<file path="src/rtl/random_pulser_pkg.sv">
// Shared types and constants for the random pulser array.
// State encoding for the per-channel oneshot, LFSR geometry and seed derivation.
package random_pulser_pkg;

  typedef enum logic [1:0] {
    ST_IDLE   = 2'd0,
    ST_ACTIVE = 2'd1,
    ST_DEAD   = 2'd2
  } state_t;

  localparam int LFSR_WIDTH = 16;

  // Galois right-shift taps for x^16 + x^14 + x^13 + x^11 + 1
  localparam logic [LFSR_WIDTH-1:0] LFSR_TAPS = 16'hB400;

  // Channel n seed: base XOR n*0x1F35; zero is remapped because the LFSR would lock up.
  function automatic logic [LFSR_WIDTH-1:0] channel_seed(input logic [LFSR_WIDTH-1:0] base,
                                                         input int n);
    logic [LFSR_WIDTH-1:0] s;
    s = base ^ LFSR_WIDTH'(n * 32'h1F35);
    if (s == '0) s = 16'h0001;
    return s;
  endfunction

endpackage

</file>
<file path="src/rtl/pulser_channel.sv">
// One pulser channel: LFSR, rate compare, oneshot with dead time, and
// saturating accepted/lost counters.
// Build option RANDOM_PULSER_RETRIGGER_EN: a hit during ACTIVE restarts the
// pulse and counts as accepted instead of lost.
//
// Handshake note: there is no valid/ready flow here; pulse is a one-cycle
// strobe and the oneshot consumes every strobe it sees, either accepting it
// (IDLE, or ACTIVE when retrigger is built in) or counting it as lost.
module pulser_channel
  import random_pulser_pkg::*;
#(
  parameter int THRESH_WIDTH = 8,
  parameter int PULSE_LEN    = 10,
  parameter int DEAD_TIME    = 4,
  parameter int COUNT_WIDTH  = 16,
  parameter logic [LFSR_WIDTH-1:0] SEED = 16'hACE1
) (
  input  logic                    clk,
  input  logic                    reset,
  input  logic                    enable,
  input  logic [THRESH_WIDTH-1:0] thresh,
  input  logic                    count_clr,
  output logic                    pulse,
  output logic                    pout,
  output logic [COUNT_WIDTH-1:0]  accepted,
  output logic [COUNT_WIDTH-1:0]  lost,
  output state_t                  state
);

`ifdef RANDOM_PULSER_RETRIGGER_EN
  localparam bit RETRIGGER = 1'b1;
`else
  localparam bit RETRIGGER = 1'b0;
`endif

  localparam int TIMER_MAX = (PULSE_LEN > DEAD_TIME) ? PULSE_LEN : DEAD_TIME;
  localparam int TIMER_W   = (TIMER_MAX > 1) ? $clog2(TIMER_MAX) : 1;
  localparam logic [TIMER_W-1:0] PULSE_LOAD = TIMER_W'(PULSE_LEN - 1);
  localparam logic [TIMER_W-1:0] DEAD_LOAD  = TIMER_W'((DEAD_TIME > 0) ? DEAD_TIME - 1 : 0);

  logic [LFSR_WIDTH-1:0] lfsr;
  logic [LFSR_WIDTH-1:0] lfsr_next;
  logic                  hit;
  logic [TIMER_W-1:0]    timer;
  logic                  acc_evt;
  logic                  lost_evt;

  assign lfsr_next = {1'b0, lfsr[LFSR_WIDTH-1:1]} ^ (lfsr[0] ? LFSR_TAPS : '0);
  assign hit       = enable && (lfsr[LFSR_WIDTH-1 -: THRESH_WIDTH] < thresh);

  // A strobe is accepted when idle (or while active with retrigger); any other strobe is lost.
  assign acc_evt  = pulse && ((state == ST_IDLE) || (RETRIGGER && (state == ST_ACTIVE)));
  assign lost_evt = pulse && !acc_evt;

  // LFSR steps only while enabled; raw hit is registered into the one-cycle pulse strobe.
  always_ff @(posedge clk or negedge reset) begin
    if (!reset) begin
      lfsr  <= SEED;
      pulse <= 1'b0;
    end else begin
      if (enable) lfsr <= lfsr_next;
      pulse <= hit;
    end
  end

  // Oneshot FSM: IDLE -> ACTIVE for PULSE_LEN cycles -> DEAD for DEAD_TIME cycles -> IDLE.
  always_ff @(posedge clk or negedge reset) begin
    if (!reset) begin
      state <= ST_IDLE;
      timer <= '0;
      pout  <= 1'b0;
    end else begin
      case (state)
        ST_IDLE: begin
          if (pulse) begin
            state <= ST_ACTIVE;
            timer <= PULSE_LOAD;
            pout  <= 1'b1;
          end
        end
        ST_ACTIVE: begin
          if (RETRIGGER && pulse) begin
            timer <= PULSE_LOAD;
          end else if (timer == '0) begin
            pout <= 1'b0;
            if (DEAD_TIME == 0) begin
              state <= ST_IDLE;
            end else begin
              state <= ST_DEAD;
              timer <= DEAD_LOAD;
            end
          end else begin
            timer <= timer - 1'b1;
          end
        end
        ST_DEAD: begin
          if (timer == '0) state <= ST_IDLE;
          else             timer <= timer - 1'b1;
        end
        default: begin
          state <= ST_IDLE;
          timer <= '0;
          pout  <= 1'b0;
        end
      endcase
    end
  end

  // Saturating event counters; a clear wins over a same-cycle event.
  always_ff @(posedge clk or negedge reset) begin
    if (!reset) begin
      accepted <= '0;
      lost     <= '0;
    end else if (count_clr) begin
      accepted <= '0;
      lost     <= '0;
    end else begin
      if (acc_evt && (accepted != '1))  accepted <= accepted + COUNT_WIDTH'(1);
      if (lost_evt && (lost != '1))     lost     <= lost + COUNT_WIDTH'(1);
    end
  end

endmodule

</file>
<file path="src/rtl/random_pulser_array.sv">
// Multi-channel pseudo-random pulse generator top: slices the threshold bus,
// instantiates one pulser_channel per channel and muxes the event counters.
// Build option RANDOM_PULSER_RETRIGGER_EN enables retriggerable oneshots.
// dbg_state carries each channel's FSM state (2 bits per channel) for observation.
module random_pulser_array
  import random_pulser_pkg::*;
#(
  parameter int CHANNELS     = 4,
  parameter int THRESH_WIDTH = 8,
  parameter int PULSE_LEN    = 10,
  parameter int DEAD_TIME    = 4,
  parameter int COUNT_WIDTH  = 16,
  parameter logic [LFSR_WIDTH-1:0] SEED_BASE = 16'hACE1,
  localparam int SEL_W = $clog2(2 * CHANNELS)
) (
  input  logic                             clk,
  input  logic                             reset,
  input  logic                             enable,
  input  logic [CHANNELS*THRESH_WIDTH-1:0] thresh,
  input  logic                             count_clr,
  input  logic [SEL_W-1:0]                 cnt_sel,
  output logic [CHANNELS-1:0]              pulse,
  output logic [CHANNELS-1:0]              pout,
  output logic [COUNT_WIDTH-1:0]           cnt_out,
  output logic [2*CHANNELS-1:0]            dbg_state
);

  logic [COUNT_WIDTH-1:0] acc_cnt  [CHANNELS];
  logic [COUNT_WIDTH-1:0] lost_cnt [CHANNELS];
  logic [COUNT_WIDTH-1:0] sel_val;
  logic [31:0]            sel_wide;

  for (genvar g = 0; g < CHANNELS; g++) begin : g_ch
    state_t ch_state;

    pulser_channel #(
      .THRESH_WIDTH(THRESH_WIDTH),
      .PULSE_LEN   (PULSE_LEN),
      .DEAD_TIME   (DEAD_TIME),
      .COUNT_WIDTH (COUNT_WIDTH),
      .SEED        (channel_seed(SEED_BASE, g))
    ) u_ch (
      .clk      (clk),
      .reset    (reset),
      .enable   (enable),
      .thresh   (thresh[g*THRESH_WIDTH +: THRESH_WIDTH]),
      .count_clr(count_clr),
      .pulse    (pulse[g]),
      .pout     (pout[g]),
      .accepted (acc_cnt[g]),
      .lost     (lost_cnt[g]),
      .state    (ch_state)
    );

    assign dbg_state[2*g +: 2] = ch_state;
  end

  assign sel_wide = 32'(cnt_sel);

  // Counter select: even codes pick accepted[n], odd pick lost[n]; out-of-range reads 0.
  always_comb begin
    sel_val = '0;
    for (int i = 0; i < CHANNELS; i++) begin
      if (sel_wide == 32'(2 * i))     sel_val = acc_cnt[i];
      if (sel_wide == 32'(2 * i + 1)) sel_val = lost_cnt[i];
    end
  end

  // Register the selected counter so the readback path is a clean flop.
  always_ff @(posedge clk or negedge reset) begin
    if (!reset) cnt_out <= '0;
    else        cnt_out <= sel_val;
  end

endmodule

</file>
<file path="config.mk">
export PLATFORM = sky130hd
export DESIGN_NAME = random_pulser_array
export DESIGN_NICKNAME = d
export VERILOG_FILES = /design/src/rtl/random_pulser_pkg.sv /design/src/rtl/pulser_channel.sv /design/src/rtl/random_pulser_array.sv
export SDC_FILE = /design/constraint.sdc
export NUM_CORES = 1
export LEC_CHECK = 0
export BUFFER_PORTS_ARGS = -buffer_cell sky130_fd_sc_hd__buf_2
export CAP_MARGIN = 10
export CORE_MARGIN = 1.5
export CORE_UTILIZATION = 35
export CTS_CLUSTER_SIZE = 24
export DETAILED_ROUTE_END_ITERATION = 6
export PLACE_DENSITY = 0.61
export SLEW_MARGIN = 20
export SYNTH_ARGS = -nofsm -noshare
export SYNTH_HDL_FRONTEND = slang
export SYNTH_SLANG_ARGS = --single-unit
</file>
<file path="constraint.sdc">
create_clock -name clk -period 2.6 [get_ports clk]
set_input_delay 0.13 -clock clk [delete_from_list [all_inputs] [get_ports clk]]
set_output_delay 0.13 -clock clk [all_outputs]
set_load 0.1 [all_outputs]
</file>
---- After elaboration in Yosys (flattened, before gate mapping) ----
Index checks and enable logic that the tools add are counted.
word-level totals
  register bits ........................... 240
  bits of input ports ..................... 39
  output and inout bits ................... 32
  word-level logic and storage cells ...... 217
cells by class
  add/subtract/negate cells ............... 12
  $lt $le $gt $ge ......................... 4
  equality and inequality tests ........... 39
  mux-type cells .......................... 72
  bitwise operators ....................... 8
  reduce and logical (&&, ||, !) cells .... 53
operators by type and width
  operator                 count
  $mux W16                 28
  $add A16 B1 Y16 const B  8
  $ne A16 B16 Y1 const B   8
  $xor A15 B16 Y16         4
  $mux W4                  12
  $pmux W4 S3              4
  $logic_not A32 Y1        1
  $lt A8 B8 Y1             4
  $mux W2                  12
  $ne A2 B1 Y1 const B     12
  $pmux W2 S3              4
  $reduce_and A3 Y1        8
  $logic_and A1 B1 Y1      20
  $logic_not A4 Y1         4
  $reduce_bool A2 Y1       8
  $sub A4 B1 Y4 const B    4
  $eq A3 B3 Y1 const B     4
  $pmux W1 S3              4
  $eq A2 B1 Y1 const B     4
  $eq A2 B2 Y1 const B     4
  $logic_not A2 Y1         4
  $mux W1                  8
  $ne A2 B2 Y1 const B     4
  $reduce_and A2 Y1        4
  other kinds (4)          11

---- Depth between registers and ports, before layout ----
  word-level depth ........................ 9
  depth in mapped cells ................... 7
  gate-level depth less buffers ........... 6

---- By module ----
A second synthesis with hierarchy kept.
unflattened totals
  cells, all modules ...................... 1360
  area, all modules ....................... 13539.2 um^2
modules (own cells, without submodules)
  module                          times used  cells each  area each (um^2)  sequential area each (um^2)
  pulser_channel at g_ch[3].u_ch  1           303         3011.6            1415.1
  pulser_channel at g_ch[1].u_ch  1           284         2922.8            1412.6
  pulser_channel at g_ch[0].u_ch  1           284         2921.6            1411.4
  pulser_channel at g_ch[2].u_ch  1           284         2920.3            1410.1
  random_pulser_array             1           205         1762.9            400.4

---- Least setup slack after synthesis ----
No wires, ideal clock.
  kind .................................... register to register
  from .................................... register g_ch[2].u_ch.state[1]
  to ...................................... register g_ch[2].u_ch.accepted[13]
  setup time .............................. 0.078 ns
  arrival ................................. 2.626 ns
  slack ................................... -0.104 ns
  cell stages (with the launch flop) ...... 7
  buffers on the path ..................... 2
  period minus slack after synthesis ...... 2.704 ns
  cells stage by stage .................... dfrtp_1 or3b_1 buf_6 or4_1 buf_2 or4_1 a21oi_1
on the way
  longest elaborated chain between the ends .. 4
RTL lines
  what                                 line                   text
  start: declaration                   pulser_channel.sv:27   output state_t state
  start signal: assignment             pulser_channel.sv:69   state <= ST_IDLE;
  start signal: assignment             pulser_channel.sv:76   state <= ST_ACTIVE;
  start signal: assignment             pulser_channel.sv:87   state <= ST_IDLE;
  $logic_not A2 Y1                     pulser_channel.sv:52   assign acc_evt = pulse && ((state == ST_IDLE) || (RETRIGGER && (state == ST_ACTIVE)));
  $logic_and A1 B1 Y1                  pulser_channel.sv:52
  $logic_and A1 B1 Y1                  pulser_channel.sv:118  if (acc_evt && (accepted != '1)) accepted <= accepted + COUNT_WIDTH'(1);
  $reduce_bool A2 Y1 (no source line)  --
  end signal: assignment               pulser_channel.sv:118
  end: declaration                     pulser_channel.sv:25   output logic [COUNT_WIDTH-1:0] accepted,
Every way passes these cells.
A chain may end at the register's enable or synchronous reset.

---- Worst setup path after layout ----
Same ends and word-level chain as after synthesis.

==> impl_metrics.toml <==
[status]
status = "complete, no violations"

[clock_network]
ctsResizeCount = 0
clockBufferDepth = 3
cts.sinks = 240
cts_root_buffer = "clkbuf_16"
cts_tree = "built"
clk_latency_ns = 0.57
cts_buffers = 29
cts_setup_buffers = 0
cts_htree_levels = 1
clk_pin_slew_ns = 0.06

[synthesis]
synth-compound-area-share = 0.193
synth-xor-area-share = 0.00765
synthAdderAreaFrac = 0.0364
ys_types = 72
synth_edf_count = 0
synth_mux_area_frac = 0.0906
synth_top_family_by_area = "compound AO/OA/AOI/OAI gates"
mappedNetlistArea_sq_um = 13700
synthSimpleGateAreaFrac = 0.187
synth_fp_nets = 1509
synth-seq-area-share = 0.440
synth_warnings = 0
synthArstFlopShare = 1.00
synth_seq_cells = 240
synth_ff_type = "dfrtp_1"
syn_inst = 1430
synth.avg_cell_area_sq_um = 9.61

[sta]
fin_crit_sh = 0.875
tightestPinTransition_ns = 0.830
setup_ws_ns = 0.325
fin_skew_ns = 0.0323
slew_headroom = 0.441
setup_violations = 0
fin_crit_ns = 2.28
tns_ns = 0
hold_viol = 0
fmax_mhz = 440
final-max-slew-violation-count = 0
rsz0062_at_grt = "no"

[pwr]
vdd_drop_max_mv = 0.498
fin_total_pwr_mw = 13.9
p_leak_nw = 6.46
power_density_nw_per_um2 = 876

[floorplan]
die_area_sq_um = 40400
coreArea_sq_um = 38600
die_y_microns = 201
die_w_microns = 201
start_util = 0.355
row_count = 72
pin_count = 71

[critical_path]
crit_family = "simple AND/OR/NAND/NOR gates"
worst_path_most_repeated_cell = "or4_1"
worstSetupPathType = "flop to flop"
worstPathMaxFanout = 9
reg2reg_slack_ns = 0.32
cp_slowest_cell = "or4_1"
crit_path_max_incr_delay_ns = 0.69
worst-path-buf-inv = 0
path_cells = "or3b_1 > or4_1 > or4_1 > a21oi_1"
end_kind = "flop"
cp.arrival_ns = 2.77
required_ns = 3.09
start_kind = "flop"

[route]
drt_iter0_drc = 654
ant_nets = 0
drc = 0
avgViaCountPerCell = 5.60
wl_per_cell_microns = 17.2
dr.pass1.iters = 5
wirelength_microns = 35200
vias = 11500

[global_route]
grt_usage = 0.174
grt_pass1_wl_microns = 57600
globalRoute.totalOverflow = 0
antenna_found_initial = 1
grt_max_degree = 88
grt_pass1_vias = 11000

[worst_hold_path]
hp-class = "input pin to asynchronous set/reset pin"

[placement]
place_area_sq_um = 14800
hpwl_microns = 25100
pre_cts_ws_ns = 0.302
numPortBuffers = 70
place_congestion = 0.907

[finish]
fin_area_sq_um = 15900
final_cell_mix = "dfrtp_1 (201), a21oi_1 (107), nand2_1 (102)"
drive_gt1_frac = 0.208
final_util = 0.411
final_common_cell = "dfrtp_1"
antenna_cells = 0
fill_cells = 3758
synthToLayoutAreaGrowth_pct = 15.7
nNetsFinal = 1582

[run]
cap_violations = 0
## state kept, by name, indices dropped and copies added, names as in the netlist
register            cells
cnt_out                16
g_ch.u_ch.pulse         4
g_ch.u_ch.accepted     64
g_ch.u_ch.lfsr         64
g_ch.u_ch.lost         64
g_ch.u_ch.timer        16
g_ch.u_ch.state         8
g_ch.u_ch.pout          4
## final timing paths
kind	startpoint	end	cells past startpoint
max in group asynchronous	reset	g_ch[2].u_ch.lfsr[1]	3
hold / removal	reset	g_ch[0].u_ch.accepted[15]	2
setup / recovery	g_ch[2].u_ch.state[1]	g_ch[2].u_ch.accepted[13]	4
setup reg to reg	g_ch[2].u_ch.state[1]	g_ch[2].u_ch.accepted[13]	4
min in group clk	enable	g_ch[0].u_ch.lfsr[10]	4
hold reg to reg	g_ch[0].u_ch.lfsr[10]	g_ch[0].u_ch.lfsr[10]	2
## cells by family (layout without fill, tap and decap cells)
group	Yosys count	after routing
xor+xnor	12	12
compound gates	399	399
buf+inv	154	250
flops	240	240
mux	110	110
simple gates	475	475
fa+ha+maj	40	40
## stage by stage
stage,hold slack (ns),instances
4_1_cts,0.0591,2044
3_3_place_gp,0.135,1989
3_5_place_dp,0.132,1989
5_1_grt,0.0745,2044
2_1_floorplan,-0.166,1430
6_report,0.0874,2044
## cell type report
type	count	area, sq um	share of cell area
clock buffer	41	831	0.0522
clock inverter	13	219	0.0138
tap	518	648	0.0408
multi-input combinational	1036	7080	0.446
sequential	240	6050	0.381
timing repair buffer	117	768	0.0483
inverter	79	297	0.0186
## layer usage
metal,global-route usage,up-vias,share of wire,wire length (microns)
met5,0,-,0,0
met4,0.0559,0,0.028,1000
met3,0.0279,63,0.053,1870
met2,0.272,299,0.45,15800
met1,0.245,5573,0.47,16600
li1,-,5519,-,-
## synth_stat cells, drive strengths merged (35+ instances only)
cell    instances  area [sq um]
nand2         102           383
dfstp          35           920
nor2           80           300
nor2b          39           244
inv            77           289
or4            49           368
o31ai          39           293
nand3          42           210
ha             40           500
nand4          35           219
o21ai          73           365
clkbuf         59           221
dfrtp         205          5130
a21oi         107           536
mux2           95          1070
## timing repair
item	in CTS	in global routing
hold buffers	1	0
endpoints found under the hold margin	108	0
setup endpoints to repair	0	0
## worst reg2reg max path, cell delays in order (launching register included)
cell,delay [ns]
dfrtp_2,0.39
or3b_1,0.47
or4_1,0.69
or4_1,0.52
a21oi_1,0.15
## power by group
group	leakage, nW	switching, mW	internal [mW]	total [mW]
sequential	3.07	0.770	4.74	5.51
combinational	2.87	2.38	1.58	3.97
clock	0.520	1.64	2.81	4.45
No activity file was read; power rests on OpenSTA's default activity.
